File: config.mk
export PLATFORM = sky130hd
export DESIGN_NAME = systolic_ctrl_flat
export DESIGN_NICKNAME = d
export VERILOG_FILES = /design/src/rtl/systolic_ctrl_pkg.sv /design/src/rtl/systolic_ctrl_if.sv /design/src/rtl/systolic_ctrl_skew_line.sv /design/src/rtl/systolic_ctrl.sv /design/src/flat_wrapper.sv
export SDC_FILE = /design/constraint.sdc
export NUM_CORES = 1
export LEC_CHECK = 0
export CELL_PAD_IN_SITES_DETAIL_PLACEMENT = 1
export CELL_PAD_IN_SITES_GLOBAL_PLACEMENT = 1
export CORE_ASPECT_RATIO = 1.2
export CORE_MARGIN = 5
export CORE_UTILIZATION = 42
export CTS_BUF_LIST = sky130_fd_sc_hd__clkbuf_8
export CTS_CLUSTER_SIZE = 30
export DETAILED_ROUTE_END_ITERATION = 10
export GPL_TIMING_DRIVEN = 0
export PLACE_DENSITY_LB_ADDON = 0.1
export REMOVE_ABC_BUFFERS = 1
export SETUP_SLACK_MARGIN = 0.3
export SKIP_LAST_GASP = 1
export SYNTH_ARGS = -nofsm -noshare
export SYNTH_HDL_FRONTEND = slang
export SYNTH_SLANG_ARGS = --single-unit
File: constraint.sdc
create_clock -name clk -period 4.2 [get_ports clk]
set_clock_uncertainty 0.05 [all_clocks]
set_input_delay 0.84 -clock clk [delete_from_list [all_inputs] [get_ports clk]]
set_output_delay 0.84 -clock clk [all_outputs]
set_load 0.005 [all_outputs]
File: src/rtl/systolic_ctrl_pkg.sv
// rtl/systolic_ctrl_pkg.sv - shared types and defaults for the systolic array sequencer
// Contents: ctrl_state_e sequencer states, default array geometry, signed data type,
// addr_w() helper giving a minimum-1-bit address width for small counts.
package systolic_pkg;

    typedef enum logic [2:0] {
        IDLE,
        LOAD_W,
        STREAM,
        DRAIN,
        DONE
    } ctrl_state_e;

    localparam int DEF_ROWS   = 4;
    localparam int DEF_COLS   = 4;
    localparam int DEF_WIDTH  = 16;
    localparam int DEF_VEC_AW = 8;

    typedef logic signed [DEF_WIDTH-1:0] data_t;

    function automatic int addr_w(input int n);
        return (n > 1) ? $clog2(n) : 1;
    endfunction

endpackage

File: src/rtl/systolic_ctrl_if.sv
// rtl/systolic_ctrl_if.sv - command, buffer and array-edge signals of the sequencer
// master: sequencer side (drives busy/done, buffer addresses, weight strobes, col_in, result strobes)
// slave:  environment side (drives start/reuse_w/num_vec, activation read data)
// Build option SYSTOLIC_CTRL_BIAS_EN adds bias (in) and left_in (out).
interface systolic_ctrl_if #(
    parameter int ROWS   = systolic_pkg::DEF_ROWS,
    parameter int COLS   = systolic_pkg::DEF_COLS,
    parameter int WIDTH  = systolic_pkg::DEF_WIDTH,
    parameter int VEC_AW = systolic_pkg::DEF_VEC_AW
);
    localparam int WAW = systolic_pkg::addr_w(ROWS);

    logic                   start;
    logic                   reuse_w;
    logic [VEC_AW:0]        num_vec;
    logic                   busy;
    logic                   done;
    logic [WAW-1:0]         w_rd_addr;
    logic [ROWS-1:0]        w_row_we;
    logic                   act_rd_en;
    logic [VEC_AW-1:0]      act_rd_addr;
    logic [COLS*WIDTH-1:0]  act_rd_data;
    logic [COLS*WIDTH-1:0]  col_in;
    logic                   res_we;
    logic [VEC_AW-1:0]      res_addr;
`ifdef SYSTOLIC_CTRL_BIAS_EN
    logic [ROWS*WIDTH-1:0]  bias;
    logic [ROWS*WIDTH-1:0]  left_in;
`endif

    modport master (
`ifdef SYSTOLIC_CTRL_BIAS_EN
        input  bias,
        output left_in,
`endif
        input  start, reuse_w, num_vec, act_rd_data,
        output busy, done, w_rd_addr, w_row_we, act_rd_en, act_rd_addr,
        output col_in, res_we, res_addr
    );

    modport slave (
`ifdef SYSTOLIC_CTRL_BIAS_EN
        output bias,
        input  left_in,
`endif
        output start, reuse_w, num_vec, act_rd_data,
        input  busy, done, w_rd_addr, w_row_we, act_rd_en, act_rd_addr,
        input  col_in, res_we, res_addr
    );

endinterface

File: src/rtl/systolic_ctrl_skew_line.sv
// rtl/systolic_ctrl_skew_line.sv - DEPTH-register delay line for one array column
// Ports: clk, rst (async active-low clear), din/vin (data + valid in), dout/vout (delayed).
// Data is forced to zero whenever its valid bit is low, so idle columns feed 0 into the array.
module skew_line #(
    parameter int DEPTH = 0,
    parameter int WIDTH = 16
) (
    input  logic             clk,
    input  logic             rst,
    input  logic [WIDTH-1:0] din,
    input  logic             vin,
    output logic [WIDTH-1:0] dout,
    output logic             vout
);

    if (DEPTH == 0) begin : g_pass
        logic unused_clk_rst;
        assign unused_clk_rst = &{1'b0, clk, rst};
        assign dout = vin ? din : '0;
        assign vout = vin;
    end else begin : g_pipe
        logic [WIDTH-1:0] d_q [DEPTH];
        logic [DEPTH-1:0] v_q;

        always_ff @(posedge clk or negedge rst) begin
            if (!rst) begin
                for (int i = 0; i < DEPTH; i++) d_q[i] <= '0;
                v_q <= '0;
            end else begin
                d_q[0] <= vin ? din : '0;
                v_q[0] <= vin;
                for (int i = 1; i < DEPTH; i++) begin
                    d_q[i] <= d_q[i-1];
                    v_q[i] <= v_q[i-1];
                end
            end
        end

        assign dout = d_q[DEPTH-1];
        assign vout = v_q[DEPTH-1];
    end

endmodule

File: src/rtl/systolic_ctrl.sv
// rtl/systolic_ctrl.sv - sequencer for a ROWS x COLS weight-stationary systolic array
// Ports: clk, rst (async active-low), bus (systolic_ctrl_if.master): job command
// (start/reuse_w/num_vec/busy/done), weight buffer (w_rd_addr, w_row_we), activation buffer
// (act_rd_en/addr/data), skewed array inputs (col_in), result buffer (res_we/res_addr).
// Build option SYSTOLIC_CTRL_BIAS_EN: bias latched at start, driven on left_in for column 0.
module systolic_ctrl
    import systolic_pkg::*;
#(
    parameter int ROWS   = DEF_ROWS,
    parameter int COLS   = DEF_COLS,
    parameter int WIDTH  = DEF_WIDTH,
    parameter int VEC_AW = DEF_VEC_AW
) (
    input  logic            clk,
    input  logic            rst,
    systolic_ctrl_if.master bus
);

    localparam int              WAW       = addr_w(ROWS);
    localparam int              CW        = VEC_AW + 1;
    localparam logic [CW-1:0]   CNT_ONE   = CW'(1);
    localparam logic [CW-1:0]   DRAIN_LEN = CW'(COLS + 1);
    localparam logic [WAW-1:0]  LAST_ROW  = WAW'(ROWS - 1);

    ctrl_state_e         state;
    logic [CW-1:0]       nv;
    logic [CW-1:0]       cnt;
    logic                busy_r;
    logic                done_r;
    logic [WAW-1:0]      w_addr_r;
    logic [ROWS-1:0]     w_we_r;
    logic                rd_en_r;
    logic [VEC_AW-1:0]   rd_addr_r;

    logic                start_acc;
    assign start_acc = (state == IDLE) && bus.start;

    // Entering STREAM and entering DRAIN happen from two states each (IDLE/LOAD_W),
    // so both paths set up the read pointer or drain counter identically.
    always_ff @(posedge clk or negedge rst) begin
        if (!rst) begin
            state     <= IDLE;
            nv        <= '0;
            cnt       <= '0;
            busy_r    <= 1'b0;
            done_r    <= 1'b0;
            w_addr_r  <= '0;
            w_we_r    <= '0;
            rd_en_r   <= 1'b0;
            rd_addr_r <= '0;
        end else begin
            done_r <= 1'b0;
            w_we_r <= '0;
            case (state)
                IDLE: begin
                    if (bus.start) begin
                        nv     <= bus.num_vec;
                        busy_r <= 1'b1;
                        if (!bus.reuse_w) begin
                            state    <= LOAD_W;
                            w_addr_r <= '0;
                        end else if (bus.num_vec == '0) begin
                            state <= DRAIN;
                            cnt   <= DRAIN_LEN;
                        end else begin
                            state     <= STREAM;
                            rd_en_r   <= 1'b1;
                            rd_addr_r <= '0;
                            cnt       <= '0;
                        end
                    end
                end
                LOAD_W: begin
                    // Weight buffer answers one cycle later, so the row strobe trails its address.
                    w_we_r <= ROWS'(1) << w_addr_r;
                    if (w_addr_r == LAST_ROW) begin
                        w_addr_r <= '0;
                        if (nv == '0) begin
                            state <= DRAIN;
                            cnt   <= DRAIN_LEN;
                        end else begin
                            state     <= STREAM;
                            rd_en_r   <= 1'b1;
                            rd_addr_r <= '0;
                            cnt       <= '0;
                        end
                    end else begin
                        w_addr_r <= w_addr_r + WAW'(1);
                    end
                end
                STREAM: begin
                    if (cnt + CNT_ONE == nv) begin
                        rd_en_r <= 1'b0;
                        state   <= DRAIN;
                        cnt     <= DRAIN_LEN;
                    end else begin
                        cnt       <= cnt + CNT_ONE;
                        rd_addr_r <= rd_addr_r + VEC_AW'(1);
                    end
                end
                DRAIN: begin
                    // Covers read latency plus COLS skew stages: ends right after the last result.
                    if (cnt == CNT_ONE) begin
                        state  <= DONE;
                        done_r <= 1'b1;
                    end else begin
                        cnt <= cnt - CNT_ONE;
                    end
                end
                DONE: begin
                    state  <= IDLE;
                    busy_r <= 1'b0;
                end
                default: state <= IDLE;
            endcase
        end
    end

    // Read data is valid one cycle after the read enable.
    logic rd_vld;
    always_ff @(posedge clk or negedge rst) begin
        if (!rst) rd_vld <= 1'b0;
        else      rd_vld <= rd_en_r;
    end

    logic [COLS*WIDTH-1:0] col_in_w;
    logic [COLS-1:0]       col_vld;

    for (genvar c = 0; c < COLS; c++) begin : g_col
        skew_line #(
            .DEPTH (c),
            .WIDTH (WIDTH)
        ) u_skew (
            .clk  (clk),
            .rst  (rst),
            .din  (bus.act_rd_data[c*WIDTH +: WIDTH]),
            .vin  (rd_vld),
            .dout (col_in_w[c*WIDTH +: WIDTH]),
            .vout (col_vld[c])
        );
    end

    logic unused_vld;
    assign unused_vld = &{1'b0, col_vld};

    // The last column's element lands in its PE register at the end of its valid cycle,
    // so the right-edge psum is ready one cycle later.
    logic              res_we_r;
    logic [VEC_AW-1:0] res_addr_r;
    always_ff @(posedge clk or negedge rst) begin
        if (!rst) begin
            res_we_r   <= 1'b0;
            res_addr_r <= '0;
        end else begin
            res_we_r <= col_vld[COLS-1];
            if (start_acc)     res_addr_r <= '0;
            else if (res_we_r) res_addr_r <= res_addr_r + VEC_AW'(1);
        end
    end

`ifdef SYSTOLIC_CTRL_BIAS_EN
    logic [ROWS*WIDTH-1:0] bias_r;
    always_ff @(posedge clk or negedge rst) begin
        if (!rst)           bias_r <= '0;
        else if (start_acc) bias_r <= bus.bias;
    end
    assign bus.left_in = col_vld[0] ? bias_r : '0;
`endif

    assign bus.busy        = busy_r;
    assign bus.done        = done_r;
    assign bus.w_rd_addr   = w_addr_r;
    assign bus.w_row_we    = w_we_r;
    assign bus.act_rd_en   = rd_en_r;
    assign bus.act_rd_addr = rd_addr_r;
    assign bus.col_in      = col_in_w;
    assign bus.res_we      = res_we_r;
    assign bus.res_addr    = res_addr_r;

endmodule

File: src/flat_wrapper.sv
// flat-port wrapper written by rule: the top's interface ports become plain ports
module systolic_ctrl_flat import systolic_pkg::*;
#(
    parameter int ROWS   = DEF_ROWS,
    parameter int COLS   = DEF_COLS,
    parameter int WIDTH  = DEF_WIDTH,
    parameter int VEC_AW = DEF_VEC_AW
)
  (clk, rst, bus_start, bus_reuse_w, bus_num_vec, bus_act_rd_data, bus_busy, bus_done, bus_w_rd_addr, bus_w_row_we, bus_act_rd_en, bus_act_rd_addr, bus_col_in, bus_res_we, bus_res_addr);
  systolic_ctrl_if #(.ROWS(ROWS), .COLS(COLS), .WIDTH(WIDTH), .VEC_AW(VEC_AW)) bus_i ();
  input  logic clk;
  input  logic rst;
  input wire logic [$bits(bus_i.start)-1:0] bus_start;
  input wire logic [$bits(bus_i.reuse_w)-1:0] bus_reuse_w;
  input wire logic [$bits(bus_i.num_vec)-1:0] bus_num_vec;
  input wire logic [$bits(bus_i.act_rd_data)-1:0] bus_act_rd_data;
  output wire logic [$bits(bus_i.busy)-1:0] bus_busy;
  output wire logic [$bits(bus_i.done)-1:0] bus_done;
  output wire logic [$bits(bus_i.w_rd_addr)-1:0] bus_w_rd_addr;
  output wire logic [$bits(bus_i.w_row_we)-1:0] bus_w_row_we;
  output wire logic [$bits(bus_i.act_rd_en)-1:0] bus_act_rd_en;
  output wire logic [$bits(bus_i.act_rd_addr)-1:0] bus_act_rd_addr;
  output wire logic [$bits(bus_i.col_in)-1:0] bus_col_in;
  output wire logic [$bits(bus_i.res_we)-1:0] bus_res_we;
  output wire logic [$bits(bus_i.res_addr)-1:0] bus_res_addr;
  assign bus_i.start = bus_start;
  assign bus_i.reuse_w = bus_reuse_w;
  assign bus_i.num_vec = bus_num_vec;
  assign bus_i.act_rd_data = bus_act_rd_data;
  assign bus_busy = bus_i.busy;
  assign bus_done = bus_i.done;
  assign bus_w_rd_addr = bus_i.w_rd_addr;
  assign bus_w_row_we = bus_i.w_row_we;
  assign bus_act_rd_en = bus_i.act_rd_en;
  assign bus_act_rd_addr = bus_i.act_rd_addr;
  assign bus_col_in = bus_i.col_in;
  assign bus_res_we = bus_i.res_we;
  assign bus_res_addr = bus_i.res_addr;
  systolic_ctrl #(.ROWS(ROWS), .COLS(COLS), .WIDTH(WIDTH), .VEC_AW(VEC_AW)) u_core (.clk(clk), .rst(rst), .bus(bus_i));
endmodule
==> impl_results.md <==
* Setup Buffers After CTS at 0
* RSZ-0062 raised after global routing: no
* Max Fclk at 335 MHz
* Status: complete, no violations
* Vias in the first global route at 4,644
* Fillers at 1,480
* Worst-Margin Slew at 1.25 ns
* FF+latch count, synth at 147
* Row cnt at 48
* Die Footprint at 0.0168 mm^2
* Input/output buffers at 166
* Hold Fails Final Rpt at 0
* Fin util at 56.2%
* Minimum clock period at 2.99 ns
* Fin crit share at 71.1%
* Root buffer cell: clkbuf_8
* Slowest CP cell: dfrtp_2
* Die width at 119 um
* Placed Cells at 788
* Starting Density at 42.2%
* Vias at 4,123
* Relative slew slack at 16.4%
* Antenna Cells at 0
* Grt total ovfl at 0
* Via density at 5.03
* Core area at 0.0142 mm^2
* Proportion of synthesized chip area in sequential cells at 61.2%
* Post-route ant nets at 0
* Final wirelength at 14,000 um
* Drt initial violations at 180
* Post-synth ARST share at 100%
* Cts hold-fix bufs at 0
* # IOs at 167
* Share of cells above drive strength 1 at 9.30%
* Largest net degree at the start of global routing at 101
* Leakage at 3.39 nW
* Worst-path clk slew at 0.09 ns
* CP max FO at 65
* Post-DP HPWL at 10,100 um
* Crit Path Category: reg2out
* Drt pass-1 iters at 4
* Worst Hold Class: in2async
* Nets at 718
* Max Cap Viol at 0
* Mean Syn Cell Area at 12.0 um^2
* Post-CTS sizing at 0
* Synth cell types at 60
* CP startpoint kind: register
* Post-synth EDFFs at 0
* Num CTS Buffers at 17
* Cell count after synthesis at 499
* Routability cong. at 0.773
* Post-synthesis instance area at 0.00601 mm^2
* H-Tree Depth at 4
* Setup tns final at 0 ns
* Max Slew Vio Count at 0
* Yosys synthesis warning count at 0
* Total Power at 4.87 mW
* Worst hold slack at 0.262 ns
* Top_reg_cell synth: dfrtp_1
* CP cell instances: and2_1 -> clkdlybuf4s50_1
* Worst Setup End Kind: output pin
* Yosys top cell by area: dfrtp_1
* Top cell type's share of synthesized area at 61.2%
* Initial antenna violation count at 0
* DRC at 0
* WL/cell at 17.1 um
* Gr usage total at 17.8%
* Synth area leaders: dfrtp_1 61%, and2_1 6.9%, buf_4 4.5%, mux2_2 2.1%, ha_1 1.9%
* Critical Path AT at 2.10 ns
* WP data required at 3.31 ns
* Clock buffer depth at 2
* Die Span Y at 141 um
* Skew-Pair Late Insertion Delay at 0.45 ns
* VDD IR max at 0.240 mV
* First-pass GRT wire length at 23,600 um
* Final non-filler cell total at 820
* PD cells at 609 mW/mm^2
* CP max stage delay at 0.89 ns
* Final setup fails at 0
* CTS tree: done
* Layout area overhead at 33.0%
* # clock sinks at 147
[Yosys cell counts, types with 3 or more instances]
library cell / number
clkbuf_1: 10
inv_1: 7
nor2b_1: 5
o21ai_1: 4
xnor2_1: 9
and3_1: 11
nor2_1: 29
buf_2: 6
a31oi_1: 4
xor2_1: 9
nor4_1: 4
a22o_1: 4
a21o_1: 3
o21ai_0: 12
ha_1: 9
mux2_2: 11
dfrtp_1: 147
nand2_1: 30
nor3b_1: 3
a211o_1: 3
a21oi_1: 11
nor3_1: 7
nand3_1: 9
and2_1: 66
nand4_1: 7
buf_4: 36
[critical path: cells and delay by family (launching register included)]
family        cells  cell delay, ns
buf+inv           1            0.51
simple gates      1            0.24
flops             1            0.89
[state kept, by name, indices dropped and copies added, names as in the netlist, 2 cells and up]
name	flops
u_core.g_col.u_skew.dout	48
u_core.bus.res_addr	8
u_core.bus.w_row_we	4
u_core.nv	9
u_core.g_col.u_skew.g_pipe.d_q	48
u_core.bus.act_rd_addr	8
u_core.state	3
u_core.g_col.u_skew.g_pipe.v_q	3
u_core.cnt	9
u_core.bus.w_rd_addr	2
[path summary, 6_finish.rpt]
| kind | endpoint | slack [ns] | depth (start not counted) | startpoint |
|---|---|---|---|---|
| worst min-delay path | u_core.bus.w_row_we[2] | 0.26 | 1 | rst |
| worst min register to register | u_core.g_col[2].u_skew.dout[6] | 0.30 | 0 | u_core.g_col[2].u_skew.g_pipe.d_q[22] |
| worst max register to register | u_core.cnt[5] | 1.30 | 8 | u_core.cnt[0] |
| max in group asynchronous | u_core.g_col[2].u_skew.g_pipe.d_q[24] | 3.00 | 2 | rst |
| min in group clk | u_core.g_col[2].u_skew.dout[6] | 0.30 | 0 | u_core.g_col[2].u_skew.g_pipe.d_q[22] |
| worst max-delay path | bus_col_in[2] | 1.21 | 2 | u_core.rd_vld |
[layer usage]
| metal | vias to the layer above | track usage, % | wire [um] |
|---|---|---|---|
| li1 | 1915 | - | - |
| met1 | 2066 | 19.7 | 5340 |
| met2 | 124 | 29.9 | 7110 |
| met3 | 18 | 9.51 | 1370 |
| met4 | 0 | 5.06 | 193 |
| met5 | - | 0 | 0 |
[metrics by stage]
| stage | instance area (um^2) | setup WS (ns) |
|---|---|---|
| global route | 7990 | 0.980 |
| floorplan | 5660 | 1.78 |
| global placement | 7540 | -3.48 |
| detailed placement | 7570 | 1.16 |
| CTS | 7990 | 1.12 |
| finish | 7990 | 1.21 |
[area by class of cell]
type | instances | area (um^2) | share of cell area [%]
multi-input combinational | 292 | 1950 | 24.4
timing repair buffer | 167 | 1690 | 21.1
clock inverter | 14 | 176 | 2.21
inverter | 7 | 26.3 | 0.329
clock buffer | 18 | 248 | 3.10
tap | 175 | 219 | 2.74
sequential | 147 | 3680 | 46.0
[cell families after synthesis]
family,count (synthesis),share of synthesized area (%)
AND/OR/NAND/NOR,186,17.3
XOR/XNOR,19,2.89
flip-flops,147,61.2
buffers and inverters,60,6.25
adder cells (fa/ha/maj),9,1.87
multiplexers,13,2.39
AO/OA/AOI/OAI,65,8.02
[power by group]
group          total, mW  leakage, nW  switching (mW)  internal (mW)
logic               1.60         1.43           0.752          0.848
registers           2.10         1.74           0.368           1.73
clock network       1.17        0.216           0.557          0.612
[layout by cell type, fill, tap and decap left out, types with 2 or more instances in the layout]
cell type,instances
o21bai_1,2
nor2_1,29
and3_1,11
bufinv_16,3
mux2i_1,2
a22oi_1,2
a211o_1,3
nand4_1,7
and2_1,66
ha_1,9
nor3_1,7
nand2_1,30
inv_1,7
a221oi_1,2
o221ai_1,2
a31oi_1,4
nor2b_1,5
clkinv_2,3
a211oi_2,2
a22o_1,4
xor2_1,9
nand2b_1,2
mux2_2,11
xnor2_1,9
nand3_1,9
o21ai_1,4
clkinv_4,3
a21o_1,3
dfrtp_1,146
inv_6,3
nor3b_1,3
a21oi_1,11
a211oi_1,2
o21ai_0,12
clkdlybuf4s50_1,165
clkbuf_8,18
and4b_1,2
nor4_1,4
(Power assumes the default switching activity.)
